==> src/rtl/generador_pulso.sv <==
// Programmable pulse generator: a start request emits `periodo` high cycles followed by a
// `pausa` low gap, once or continuously until stop. All outputs are registered.
module generador_pulso #(
  parameter int BIT_periodo = 4,
  parameter int BIT_pausa   = 8,
  parameter int BIT_npulsos = 8
) (
  input  logic                   clk,
  input  logic                   rst,
  input  logic                   start,
  input  logic [BIT_periodo-1:0] periodo,
  input  logic [BIT_pausa-1:0]   pausa,
  input  logic                   continuo,
  input  logic                   stop,
  output logic                   pulso,
  output logic                   busy,
  output logic                   done,
  output logic [BIT_npulsos-1:0] npulsos,
  output logic [1:0]             o_dbg_state
);

  typedef enum logic [1:0] {
    IDLE = 2'd0,
    HIGH = 2'd1,
    GAP  = 2'd2
  } state_t;

  state_t                 r_state, w_state;
  logic [BIT_periodo-1:0] r_per, w_per;
  logic [BIT_pausa-1:0]   r_pau, w_pau;
  logic                   r_cont, w_cont;
  logic [BIT_periodo-1:0] r_hcnt, w_hcnt;
  logic [BIT_pausa-1:0]   r_gcnt, w_gcnt;
  logic                   r_pulso, w_pulso;
  logic                   r_busy, w_busy;
  logic                   r_done, w_done;
  logic [BIT_npulsos-1:0] r_npulsos, w_npulsos;
  logic [BIT_pausa-1:0]   w_gap;

  always_ff @(posedge clk) begin
    if (!rst) begin
      r_state   <= IDLE;
      r_per     <= '0;
      r_pau     <= '0;
      r_cont    <= 1'b0;
      r_hcnt    <= '0;
      r_gcnt    <= '0;
      r_pulso   <= 1'b0;
      r_busy    <= 1'b0;
      r_done    <= 1'b0;
      r_npulsos <= '0;
    end else begin
      r_state   <= w_state;
      r_per     <= w_per;
      r_pau     <= w_pau;
      r_cont    <= w_cont;
      r_hcnt    <= w_hcnt;
      r_gcnt    <= w_gcnt;
      r_pulso   <= w_pulso;
      r_busy    <= w_busy;
      r_done    <= w_done;
      r_npulsos <= w_npulsos;
    end
  end

  // Continuous mode needs at least one low cycle so consecutive pulses stay separable.
  assign w_gap = (r_cont && (r_pau == '0)) ? BIT_pausa'(1) : r_pau;

  // start is only looked at in IDLE; stop only outside IDLE and wins over phase completion.
  always_comb begin
    w_state   = r_state;
    w_per     = r_per;
    w_pau     = r_pau;
    w_cont    = r_cont;
    w_hcnt    = r_hcnt;
    w_gcnt    = r_gcnt;
    w_pulso   = r_pulso;
    w_busy    = r_busy;
    w_done    = 1'b0;
    w_npulsos = r_npulsos;
    case (r_state)
      IDLE: begin
        if (start) begin
          w_npulsos = '0;
          if (periodo != '0) begin
            w_per   = periodo;
            w_pau   = pausa;
            w_cont  = continuo;
            w_hcnt  = BIT_periodo'(1);
            w_pulso = 1'b1;
            w_busy  = 1'b1;
            w_state = HIGH;
          end else begin
            w_done = 1'b1;
          end
        end
      end
      HIGH: begin
        if (stop) begin
          w_state = IDLE;
          w_pulso = 1'b0;
          w_busy  = 1'b0;
          w_done  = 1'b1;
        end else if (r_hcnt == r_per) begin
          w_pulso   = 1'b0;
          w_npulsos = r_npulsos + BIT_npulsos'(1);
          if (!r_cont && (r_pau == '0)) begin
            w_state = IDLE;
            w_busy  = 1'b0;
            w_done  = 1'b1;
          end else begin
            w_gcnt  = BIT_pausa'(1);
            w_state = GAP;
          end
        end else begin
          w_hcnt = r_hcnt + BIT_periodo'(1);
        end
      end
      GAP: begin
        if (stop) begin
          w_state = IDLE;
          w_busy  = 1'b0;
          w_done  = 1'b1;
        end else if (r_gcnt == w_gap) begin
          if (r_cont) begin
            w_hcnt  = BIT_periodo'(1);
            w_pulso = 1'b1;
            w_state = HIGH;
          end else begin
            w_state = IDLE;
            w_busy  = 1'b0;
            w_done  = 1'b1;
          end
        end else begin
          w_gcnt = r_gcnt + BIT_pausa'(1);
        end
      end
      default: begin
        w_state = IDLE;
        w_pulso = 1'b0;
        w_busy  = 1'b0;
      end
    endcase
  end

  assign pulso       = r_pulso;
  assign busy        = r_busy;
  assign done        = r_done;
  assign npulsos     = r_npulsos;
  assign o_dbg_state = r_state;

endmodule

==> config.mk <==
export PLATFORM = sky130hd
export DESIGN_NAME = generador_pulso
export DESIGN_NICKNAME = d
export VERILOG_FILES = /design/src/rtl/generador_pulso.sv
export SDC_FILE = /design/constraint.sdc
export NUM_CORES = 1
export LEC_CHECK = 0
export BUFFER_PORTS_ARGS = -buffer_cell sky130_fd_sc_hd__buf_2
export CAP_MARGIN = 20
export CORE_UTILIZATION = 62
export CTS_BUF_LIST = sky130_fd_sc_hd__clkbuf_2
export CTS_CLUSTER_DIAMETER = 50
export CTS_CLUSTER_SIZE = 40
export DETAILED_ROUTE_END_ITERATION = 10
export PLACE_DENSITY = 0.89
export SYNTH_ARGS = -nofsm -noshare
export SYNTH_HDL_FRONTEND = slang
export SYNTH_SLANG_ARGS = --single-unit
==> constraint.sdc <==
create_clock -name clk -period 2.8 [get_ports clk]
set_input_delay 0.28 -clock clk [delete_from_list [all_inputs] [get_ports clk]]
set_output_delay 0.28 -clock clk [all_outputs]
set_load 0.02 [all_outputs]
* After elaboration in Yosys (flattened, before gate mapping)
Index checks and enable logic that the tools add are counted. W data, S select, Z words.
Storage, ports and cells: input bits 17, register bits after elaboration 38, output and inout bits 13
Cells by class: reduce and logical (&&, ||, !) cells 16, $add $sub $neg 3, muxes and demuxes 52, eq/ne operators 18
Operator list (number):
- $mux W8 | 9
- $pmux W8 S2 | 2
- $mux W4 | 7
- $mux W1 | 22
- $ne A2 B2 Y1 const B | 10
- $reduce_and A6 Y1 | 3
- $add A8 B1 Y8 const B | 2
- $mux W2 | 7
- $ne A3 B3 Y1 const B | 4
- $pmux W4 S3 | 1
- $pmux W1 S3 | 3
- $eq A8 B8 Y1 | 1
- $logic_not A8 Y1 | 1
- $reduce_and A4 Y1 | 2
- $reduce_and A8 Y1 | 1
- $pmux W2 S3 | 1
- $add A4 B1 Y4 const B | 1
- $eq A4 B4 Y1 | 1
- $reduce_bool A2 Y1 | 2
- $reduce_bool A4 Y1 | 1
- $reduce_and A3 Y1 | 1
- $reduce_bool A3 Y1 | 1
- $eq A2 B1 Y1 const B | 1
- $eq A2 B2 Y1 const B | 1
- 3 further kinds | 4

* Depth between registers and ports, before layout
Gate-level depths: netlist (run 1).
depth in word-level cells 7, mapped depth 9, depth with buffers taken out 8

* Worst setup path after synthesis (run 1)
OpenSTA, ideal clock, no wires.
path kind register -> register, from register r_state[1], in the netlist o_dbg_state[1], to register r_gcnt[6], data arrival time 1.880 ns, buffers on the path 1, setup slack 0.833 ns, setup time 0.087 ns, stages on the path, launching flop included 8, clock period less this slack 1.967 ns, cells stage by stage dfxtp_1 ha_1 clkbuf_1 inv_1 nor2_1 o211ai_2 or3_1 o31ai_1
Between the ends: word-level cells in the longest chain between the ends 3
Ends and longest elaborated chain:
- start, declared | line 28 | state_t r_state, w_state;
- start signal, assigned | line 53 | r_state <= w_state;
- $eq A2 B2 Y1 / $eq A2 B1 Y1 (equally long branches) | line 81 | case (r_state)
- $ne A2 B2 Y1 (no source line) / $reduce_bool A2 Y1 (equally long branches)
- $reduce_and A6 Y1 (no source line)
- end signal, assigned | line 58 | r_gcnt <= w_gcnt;
- end, declared | line 33 | logic [BIT_pausa-1:0] r_gcnt, w_gcnt;
Parallel ways exist; a longest one is shown, timed or not. A chain may end at the register's enable or synchronous reset.

* Worst setup path in the final report (run 1)
Same ends and word-level chain as after synthesis.

==> results of run 1 <==
## routing by layer
layer | track usage [%] | vias to the layer above | wire [um]
li1 | - | 924 | -
met5 | 0 | - | 0
met3 | 7.69 | 10 | 365
met4 | 8.16 | 0 | 73
met2 | 42.4 | 85 | 1910
met1 | 37.2 | 844 | 1890
## path summary, 6_finish.rpt
path	from	end	slack [ps]	depth (start not counted)
min	pausa[7]	r_pau[7]	90	3
max	o_dbg_state[1]	r_gcnt[6]	620	6
max reg2reg	o_dbg_state[1]	r_gcnt[6]	620	6
min reg2reg	r_per[0]	r_per[0]	490	2
## cell usage after synthesis (2+ instances only)
library cell / n
a21oi_1: 17
a22oi_1: 4
a31oi_1: 2
and3_1: 4
and4_1: 2
clkbuf_1: 6
dfxtp_1: 38
ha_1: 8
inv_1: 8
mux2i_1: 5
nand2_1: 34
nand2b_1: 5
nand3_1: 10
nand4_1: 4
nor2_1: 24
nor3_1: 6
nor4_1: 7
o211ai_1: 3
o21ai_0: 2
o21ai_1: 6
o22ai_1: 2
o41ai_1: 5
or3_1: 2
xnor2_1: 4
xor2_1: 13
## power groups by stage
stage	sequential, mW	combinational, mW	clock (mW)
after detailed placement	0.652	0.442	0
after floorplan	0.666	0.317	0
final	0.641	0.452	0.243
after CTS	0.641	0.444	0.245
after global placement	0.648	0.432	0
after global routing	0.648	0.496	0.278
## cell families (layout without fill, tap and decap cells)
group,Yosys count,in the layout,synth area share [%]
buf+inv,16,47,3.09
simple gates,103,103,24.8
xor+xnor,18,18,8.32
fa+ha+maj,8,8,5.04
mux,5,5,2.52
flops,38,38,38.3
compound gates,53,53,18.0
## state kept, by name, summed over array words and instances, names as in the netlist
register,flops
done,1
pulso,1
npulsos,8
r_cont,1
r_hcnt,4
r_gcnt,8
o_dbg_state,2
busy,1
r_pau,8
r_per,4
## area by class of cell
| class | count | area (um2) | area share, % |
|---|---|---|---|
| clock buffers | 5 | 25.0 | 1.13 |
| clock inverters | 3 | 16.3 | 0.737 |
| inverters | 9 | 33.8 | 1.53 |
| multi-input cells | 187 | 1160 | 52.7 |
| flip-flops and latches | 38 | 761 | 34.5 |
| well taps | 44 | 55.1 | 2.49 |
| repair buffers | 30 | 153 | 6.92 |
## worst reg2reg max path: cells and delay by family, from the launching register on
kind	cells	cell delay [ps]
flops	1	480
buf+inv	1	130
fa+ha+maj	1	370
simple gates	2	700
compound gates	2	470
==> results.ini, run 1 <==
[timing]
layout_setup_ws_ps=615
finalWorstPathRequiredPeriod_ps=2180
setup_viol=0
worst_slew_pin_slew_ps=588
hold_slack_ps=87.1
relSlewSlack_pct=60.7
setup_tns_ps=0
min_period_over_period_pct=78.0
rsz0062_at_grt=no
finalHoldViolations=0
fmax_mhz=458
skew_ps=23.3
slew_violations=0

[power_and_ir_drop]
seqPwrFrac_pct=48.0
intPower_mw=0.808
sw_frac_of_total_pct=39.5
clkPwrFrac_pct=18.2
powerDensity_mw_per_mm2=605
combinationalPowerShare_pct=33.8
leakage_nw=0.924
total_power_mw=1.34
peakVddDrop_mv=0.395
net-switching-power_mw=0.528

[detailed_routing]
drcViolationCount=0
viasPerCell=5.90
firstDrtPassIters=5
wl_mm=4.24
antenna_left=0
wl_per_cell_um=13.4
vias=1863
initialDrtViolationCount=153

[worst_setup_path]
crit_buf_inv=1
path_cells=ha_1 > inv_1 > nor2_1 > o211ai_2 > or3_1 > o31ai_1
cp-end-kind=flip-flop
crit_required_ps=3160
worstPathMaxFanout=14
cp_top_family=simple AND/OR/NAND/NOR gates
critPathMaxStageDelay_ps=480
arrival_ps=2540
start_kind=flip-flop
worstSetupPathType=reg -> reg
cp_slowest_cell=dfxtp_1

[cts]
cts_tree=built
post_cts_buffers=0
ctsHoldBuffers=0
cts_resized=0
clock_path_buffers=2
worstSkewPairLatency_ps=420
root_buffer=clkbuf_2
clk_pin_slew_ps=210
cts_htree_levels=2
clock-sinks=38
cts_buffers=5

[grt]
grt_overflow=0
antenna_found_initial=0
grt_max_degree=26
grtUsageTotal_pct=27.3
grt_pass1_vias=1573
grt_pass1_wl_mm=7.12

[layout]
num_antenna_cells=0
utilization_pct=72.3
final_common_cell=dfxtp_1
fillers=270
syn2layout_area_growth_pct=11.2
drive_gt1_share_pct=15.1
fin_nets=296
layout_common_cells=dfxtp_1, nand2_1, buf_2
design_area_mm2=0.00221
final_cells=316

[synthesis]
ys_async_sr_fraction_pct=0
syn_inst=241
syn_nets=266
postSynthAreaPerCell_um2=8.24
synth_area_leader_cell=dfxtp_1
synth_area_leaders=dfxtp_1, nand2_1, xor2_1
yosys_most_used_dff=dfxtp_1
ys_types=45
synth_top_area_share_pct=38.3
ys_seq_area_share_pct=38.3
syn_area_mm2=0.00199
synth_seq_cells=38
synth_edf_count=0
synth_warnings=0

[place]
hpwl_mm=3.14
pre_cts_ws_ps=610
dpl-instance-area_mm2=0.00217
gp_congestion=0.879
placedCellCount=308
io_buffers=29

[worst_hold_path]
hold_class=in -> reg

[floorplanning]
die_x_um=58.6
fp.dieH_um=58.6
std_cell_rows=20
die-area_mm2=0.00343
core_area_mm2=0.00305
io_pins=30
initial_core_util_pct=65.0

[status]
status=finished, final reports clean

[flow_run]
max_cap_violations=0

(Power assumes the default switching activity.)
==> run 2: changes to the inputs <==
--- a/config.mk
+++ b/config.mk
@@ -7,12 +7,12 @@
 export LEC_CHECK = 0
 export BUFFER_PORTS_ARGS = -buffer_cell sky130_fd_sc_hd__buf_2
 export CAP_MARGIN = 20
-export CORE_UTILIZATION = 62
+export CORE_UTILIZATION = 53
 export CTS_BUF_LIST = sky130_fd_sc_hd__clkbuf_2
 export CTS_CLUSTER_DIAMETER = 50
 export CTS_CLUSTER_SIZE = 40
 export DETAILED_ROUTE_END_ITERATION = 10
-export PLACE_DENSITY = 0.89
+export PLACE_DENSITY = 0.81
 export SYNTH_ARGS = -nofsm -noshare
 export SYNTH_HDL_FRONTEND = slang
 export SYNTH_SLANG_ARGS = --single-unit
==> constraint.sdc (replaced) <==
create_clock -name clk -period 1.8 [get_ports clk]
set_input_delay 0.18 -clock clk [delete_from_list [all_inputs] [get_ports clk]]
set_output_delay 0.18 -clock clk [all_outputs]
set_load 0.02 [all_outputs]
==> run 2 against run 1 <==
The flow now finishes with violations (setup timing). First-iteration DRC count is 8.5% lower. Critical path depth is 1 higher. Clock skew is 5.3 ps lower. Power is 87% higher. Worst setup slack worse by 810 ps. Worst hold slack worse by 68 ps. Cell area is 25% higher. Die area is 16% higher. Non-clock buffer count is 43 higher. Fmax is 9.6% higher. Wire length is 31% higher. Clock power is 56% higher. Critical path type unchanged. Largest power group is now combinational logic.
==> results.ini, run 2 (synthesis results as in run 1) <==
[status]
status=finished with violations
violations=setup timing

[worst_setup_path]
cp-end-kind=flip-flop
crit_buf_inv=1  ; unchanged
worstPathMaxFanout=5  ; -9
cp_top_family=compound AO/OA/AOI/OAI gates
crit_cells=7  ; +1
r2r-start=r_pau[3]
arrival_ps=2310  ; -230 ps
rrSetupSlack_ps=-190  ; -810 ps
critPathMaxStageDelay_ps=390  ; -90 ps
reg2reg_depth=7  ; +1
timing.rr.end=busy
cp_slowest_cell=dfxtp_2
path_cells=nor4_4 > a31oi_2 > xnor2_2 > buf_4 > a211oi_4 > a21oi_1 > a41o_1
startpoint=r_pau[3]
cp-endpoint=busy
worstSetupPathType=reg -> reg
start_kind=flip-flop
crit_required_ps=2120  ; -1040 ps

[cts]
clock_path_buffers=2  ; unchanged
clock-sinks=38  ; unchanged
cts_buffers=5  ; unchanged
root_buffer=clkbuf_2
clk_pin_slew_ps=190  ; -20 ps
cts_tree=built
cts_htree_levels=2  ; unchanged
worstSkewPairLatency_ps=410  ; about the same

[grt]
antenna_found_initial=0  ; unchanged
grt_max_degree=25  ; -3.8%
grt_overflow=0  ; unchanged
grt_pass1_wl_mm=8.98  ; +26%
grt_pass1_vias=2002  ; +27%
grtUsageTotal_pct=28.9  ; +1.6 points

[timing]
layout_setup_ws_ps=-193  ; -808 ps
finalHoldViolations=0  ; unchanged
finalWorstPathRequiredPeriod_ps=1990  ; -192 ps
min_period_over_period_pct=111  ; +33 points
fmax_mhz=502  ; +9.6%
skew_ps=17.9  ; -5.34 ps
setup_viol=17  ; +17
rsz0062_at_grt=yes
relSlewSlack_pct=68.9  ; +8.2 points
worst_slew_pin_slew_ps=462  ; -126 ps
slew_violations=0  ; unchanged

[detailed_routing]
viasPerCell=5.78  ; -1.9%
initialDrtViolationCount=140  ; -8.5%
drcViolationCount=0  ; unchanged
wl_per_cell_um=15.4  ; +15%
wl_mm=5.57  ; +31%
vias=2087  ; +12%
firstDrtPassIters=4  ; -1
antenna_left=0  ; unchanged

[floorplanning]
initial_core_util_pct=57.3  ; -7.8 points
std_cell_rows=21  ; +5.0%
io_pins=30  ; unchanged
die-area_mm2=0.00400  ; +16%
fp.dieH_um=63.2  ; +7.9%
die_x_um=63.2  ; +7.9%
core_area_mm2=0.00347  ; +14%

[power_and_ir_drop]
leakage_nw=1.18  ; +28%
peakVddDrop_mv=0.668  ; +69%
total_power_mw=2.50  ; +87%
powerDensity_mw_per_mm2=906  ; +50%

[layout]
utilization_pct=79.5  ; +7.2 points
fin_nets=339  ; +15%
layout_common_cells=buf_4, nand2_1, dfxtp_1
fillers=228  ; -16%
drive_gt1_share_pct=33.3  ; +18 points
final_common_cell=buf_4
syn2layout_area_growth_pct=38.8
final_cells=361  ; +14%
num_antenna_cells=0  ; unchanged

[place]
pre_cts_ws_ps=-208  ; -818 ps
gp_congestion=0.944  ; +7.4%
placedCellCount=341  ; +11%
hpwl_mm=3.49  ; +11%
io_buffers=29  ; unchanged

[flow_run]
max_cap_violations=0  ; unchanged

[worst_hold_path]
hold_class=in -> reg

==> run 2: changes by cell type in the layout (fill, tap and decap cells not counted), sizes merged <==
cell and change:
buf +34, dlygate4sd3 +9
==> run 2: metrics by stage <==
step                area, um2  TNS (ps)  hold slack (ps)
floorplan                2000         0              316
global placement         2410      -752              421
detailed placement       2410     -1810              427
CTS                      2660     -1560             5.22
global route             2760     -3960             19.3
finish                   2760     -2320             19.0
==> run 2: worst min-delay path: cells and delay by family <==
kind,cells,cell delay [ps]
buffers and inverters,1,110
AO/OA/AOI/OAI,1,50
AND/OR/NAND/NOR,1,50
==> run 2: repair_timing <==
action                                  in CTS  in global routing
pin swaps                                   15                  6
endpoints found under the setup margin      25                 34
hold buffers                                 9                  0
endpoints found under the hold margin        9                  0
gates resized for setup                     20                 20
buffers inserted                             2                  1
cloned                                       0                  0
==> run 2: where the power goes <==
group | switching, mW | total (mW) | internal (mW)
clock | 0.292 | 0.380 | 0.0884
combinational | 0.628 | 1.11 | 0.485
sequential | 0.0791 | 1.00 | 0.925
total | 0.998 | 2.50 | 1.50
==> run 2: worst min-delay path by stage <==
stage	from	to	cells after the start
4_1_cts	periodo[0]	r_per[0]	3
2_1_floorplan	pausa[0]	r_pau[0]	2
3_3_place_gp	pausa[0]	r_pau[0]	3
5_1_grt	periodo[0]	r_per[0]	3
6_report	periodo[0]	r_per[0]	3
3_5_place_dp	pausa[6]	r_pau[6]	3
==> run 2: cell type report <==
cell class / count / area (um2) / area share (%)
clock buffer: 5 / 25.0 / 0.908
clock inverter: 3 / 16.3 / 0.590
inverter: 9 / 33.8 / 1.23
multi-input combinational: 187 / 1350 / 48.9
sequential: 38 / 773 / 28.1
tap: 46 / 57.6 / 2.09
timing repair buffer: 73 / 502 / 18.2
==> run 2: metal layers <==
layer / GRT usage [%] / vias to the layer above / routed length (um)
met5: 0 / - / 0
met4: 12.2 / 0 / 133
met3: 6.88 / 15 / 426
met2: 48.7 / 93 / 2670
met1: 35.0 / 967 / 2340
li1: - / 1012 / -
==> run 3: changes to the inputs <==
--- a/config.mk
+++ b/config.mk
@@ -12,7 +12,7 @@
 export CTS_CLUSTER_DIAMETER = 50
 export CTS_CLUSTER_SIZE = 40
 export DETAILED_ROUTE_END_ITERATION = 10
-export PLACE_DENSITY = 0.81
+export PLACE_DENSITY = 0.78
 export SYNTH_ARGS = -nofsm -noshare
 export SYNTH_HDL_FRONTEND = slang
 export SYNTH_SLANG_ARGS = --single-unit
==> run 3 against run 2 <==
The flow still finishes with violations (setup timing). Final cell count increased by 0.28%. Power is 2.4% higher. Highest routed layer unchanged. Clock skew increased by 0.70 ps.
==> results.ini, run 3 (synthesis results as in run 1) <==
[worst_setup_path]
cp-end-kind=flip-flop
arrival_ps=2360  ; +50 ps
worstPathMaxFanout=4  ; -1
start_kind=flip-flop
worstSetupPathType=reg -> reg
crit_required_ps=2120  ; about the same

[detailed_routing]
antenna_left=0  ; unchanged
wl_mm=5.79  ; +3.9%
firstDrtPassIters=5  ; +1
viasPerCell=6.05  ; +4.6%
vias=2190  ; +4.9%
drcViolationCount=0  ; unchanged
wl_per_cell_um=16.0  ; +3.6%
initialDrtViolationCount=221  ; +58%

[layout]
design_area_mm2=0.00282  ; +2.3%
layout_common_cells=nand2_1, buf_4, dfxtp_1
fin_nets=340  ; +0.29%
fillers=227  ; -0.44%
num_antenna_cells=0  ; unchanged
syn2layout_area_growth_pct=42.0
multi_input_area_mm2=0.00139  ; +2.7%
seqCellArea_um2=779  ; +0.81%
drive_gt1_share_pct=35.8  ; +2.4 points
final_common_cell=nand2_1

[timing]
worst_slew_pin_slew_ps=460  ; -2.07 ps
relSlewSlack_pct=69.1  ; +0.22 points
skew_ps=18.6  ; +0.700 ps
finalWorstPathRequiredPeriod_ps=2040  ; +48.1 ps
finalHoldViolations=0  ; unchanged
layout_setup_ws_ps=-241  ; -48.1 ps
hold_slack_ps=0.158  ; -18.9 ps
rsz0062_at_grt=yes
min_period_over_period_pct=113  ; +2.7 points
fmax_mhz=490  ; -2.4%
setup_viol=17  ; unchanged
slew_violations=0  ; unchanged

[floorplanning]
std_cell_rows=21  ; unchanged
io_pins=30  ; unchanged
core_area_mm2=0.00347  ; unchanged
initial_core_util_pct=57.3  ; unchanged
die-area_mm2=0.00400  ; unchanged
fp.dieH_um=63.2  ; unchanged
die_x_um=63.2  ; unchanged

[flow_run]
max_cap_violations=0  ; unchanged

[power_and_ir_drop]
peakVddDrop_mv=0.724  ; +8.5%
powerDensity_mw_per_mm2=907  ; about the same
leakage_nw=1.19  ; +0.85%
total_power_mw=2.56  ; +2.4%

[cts]
worstSkewPairLatency_ps=410  ; about the same
cts_buffers=5  ; unchanged
clock-sinks=38  ; unchanged
cts_tree=built
clock_path_buffers=2  ; unchanged
clk_pin_slew_ps=200  ; about the same
cts_htree_levels=2  ; unchanged
root_buffer=clkbuf_2

[grt]
grtUsageMet3_pct=6.34  ; -0.54 points
grt_overflow=0  ; unchanged
top_usage_layer=met2
use_met1_pct=32.5  ; -2.5 points
grtUsageTotal_pct=26.8  ; -2.1 points
grt_use_met2_pct=45.7  ; -3.0 points
grt_max_degree=25  ; unchanged
grt_pass1_wl_mm=8.40  ; -6.4%
antenna_found_initial=0  ; unchanged
grt_pass1_vias=1912  ; -4.5%

[place]
dpl-instance-area_mm2=0.00240  ; -0.31%
gp_congestion=0.932  ; -1.2%
hpwl_mm=3.53  ; +1.1%
io_buffers=29  ; unchanged

[status]
status=finished with violations
violations=setup timing

[worst_hold_path]
hold_class=in -> reg

run 3: critical path, cell delays in order (launching register included):
cell	delay, ps
dfxtp_4	410
xor2_2	180
nor4_4	330
nand2_2	160
o31a_1	400
buf_6	160
nor3_4	190
o22ai_1	100
run 3: metrics by stage:
| step | setup TNS, ps | worst slack, ps | util (%) | cells |
|---|---|---|---|---|
| detailed placement | -1410 | -216 | 69.2 | 340 |
| CTS | -1200 | -143 | 74.8 | 356 |
| global route | -4050 | -301 | 81.3 | 362 |
| finish | -2560 | -241 | 81.3 | 362 |
| global placement | -630 | -114 | 69.2 | 340 |
| floorplan | 0 | 8.04 | - | 241 |
run 3: report_power, final:
part	internal, mW	switching [mW]	total (mW)
Sequential	0.925	0.0835	1.01
Combinational	0.500	0.657	1.16
Clock	0.0884	0.302	0.390
Total	1.51	1.04	2.56
run 3: worst paths after layout:
path             from        end  slack (ps)  cells after the start
max          r_pau[4]  r_hcnt[2]        -240                      7
min          pausa[5]   r_pau[5]         0.2                      3
max reg2reg  r_pau[4]  r_hcnt[2]        -240                      7
min reg2reg  r_per[0]   r_per[0]         490                      2
run 3: final cells by class:
| class | instances | area share, % |
|---|---|---|
| Timing Repair Buffer | 74 | 18.5 |
| Sequential cell | 38 | 27.7 |
| Inverter | 9 | 1.20 |
| Clock buffer | 5 | 0.888 |
| Multi-Input combinational cell | 187 | 49.1 |
| Tap cell | 46 | 2.04 |
| Clock inverter | 3 | 0.577 |
run 3: routing by layer:
layer,vias up,routed length [um]
li1,1016,-
met1,1040,2440
met2,112,2700
met3,22,481
met4,0,170
met5,-,0
run 3: what timing repair did:
item	4_1_cts	5_1_grt
pin swaps	10	12
buffers inserted	2	4
setup endpoints to repair	17	28
endpoints found under the hold margin	6	2
hold buffers	6	2
resized for setup	15	36
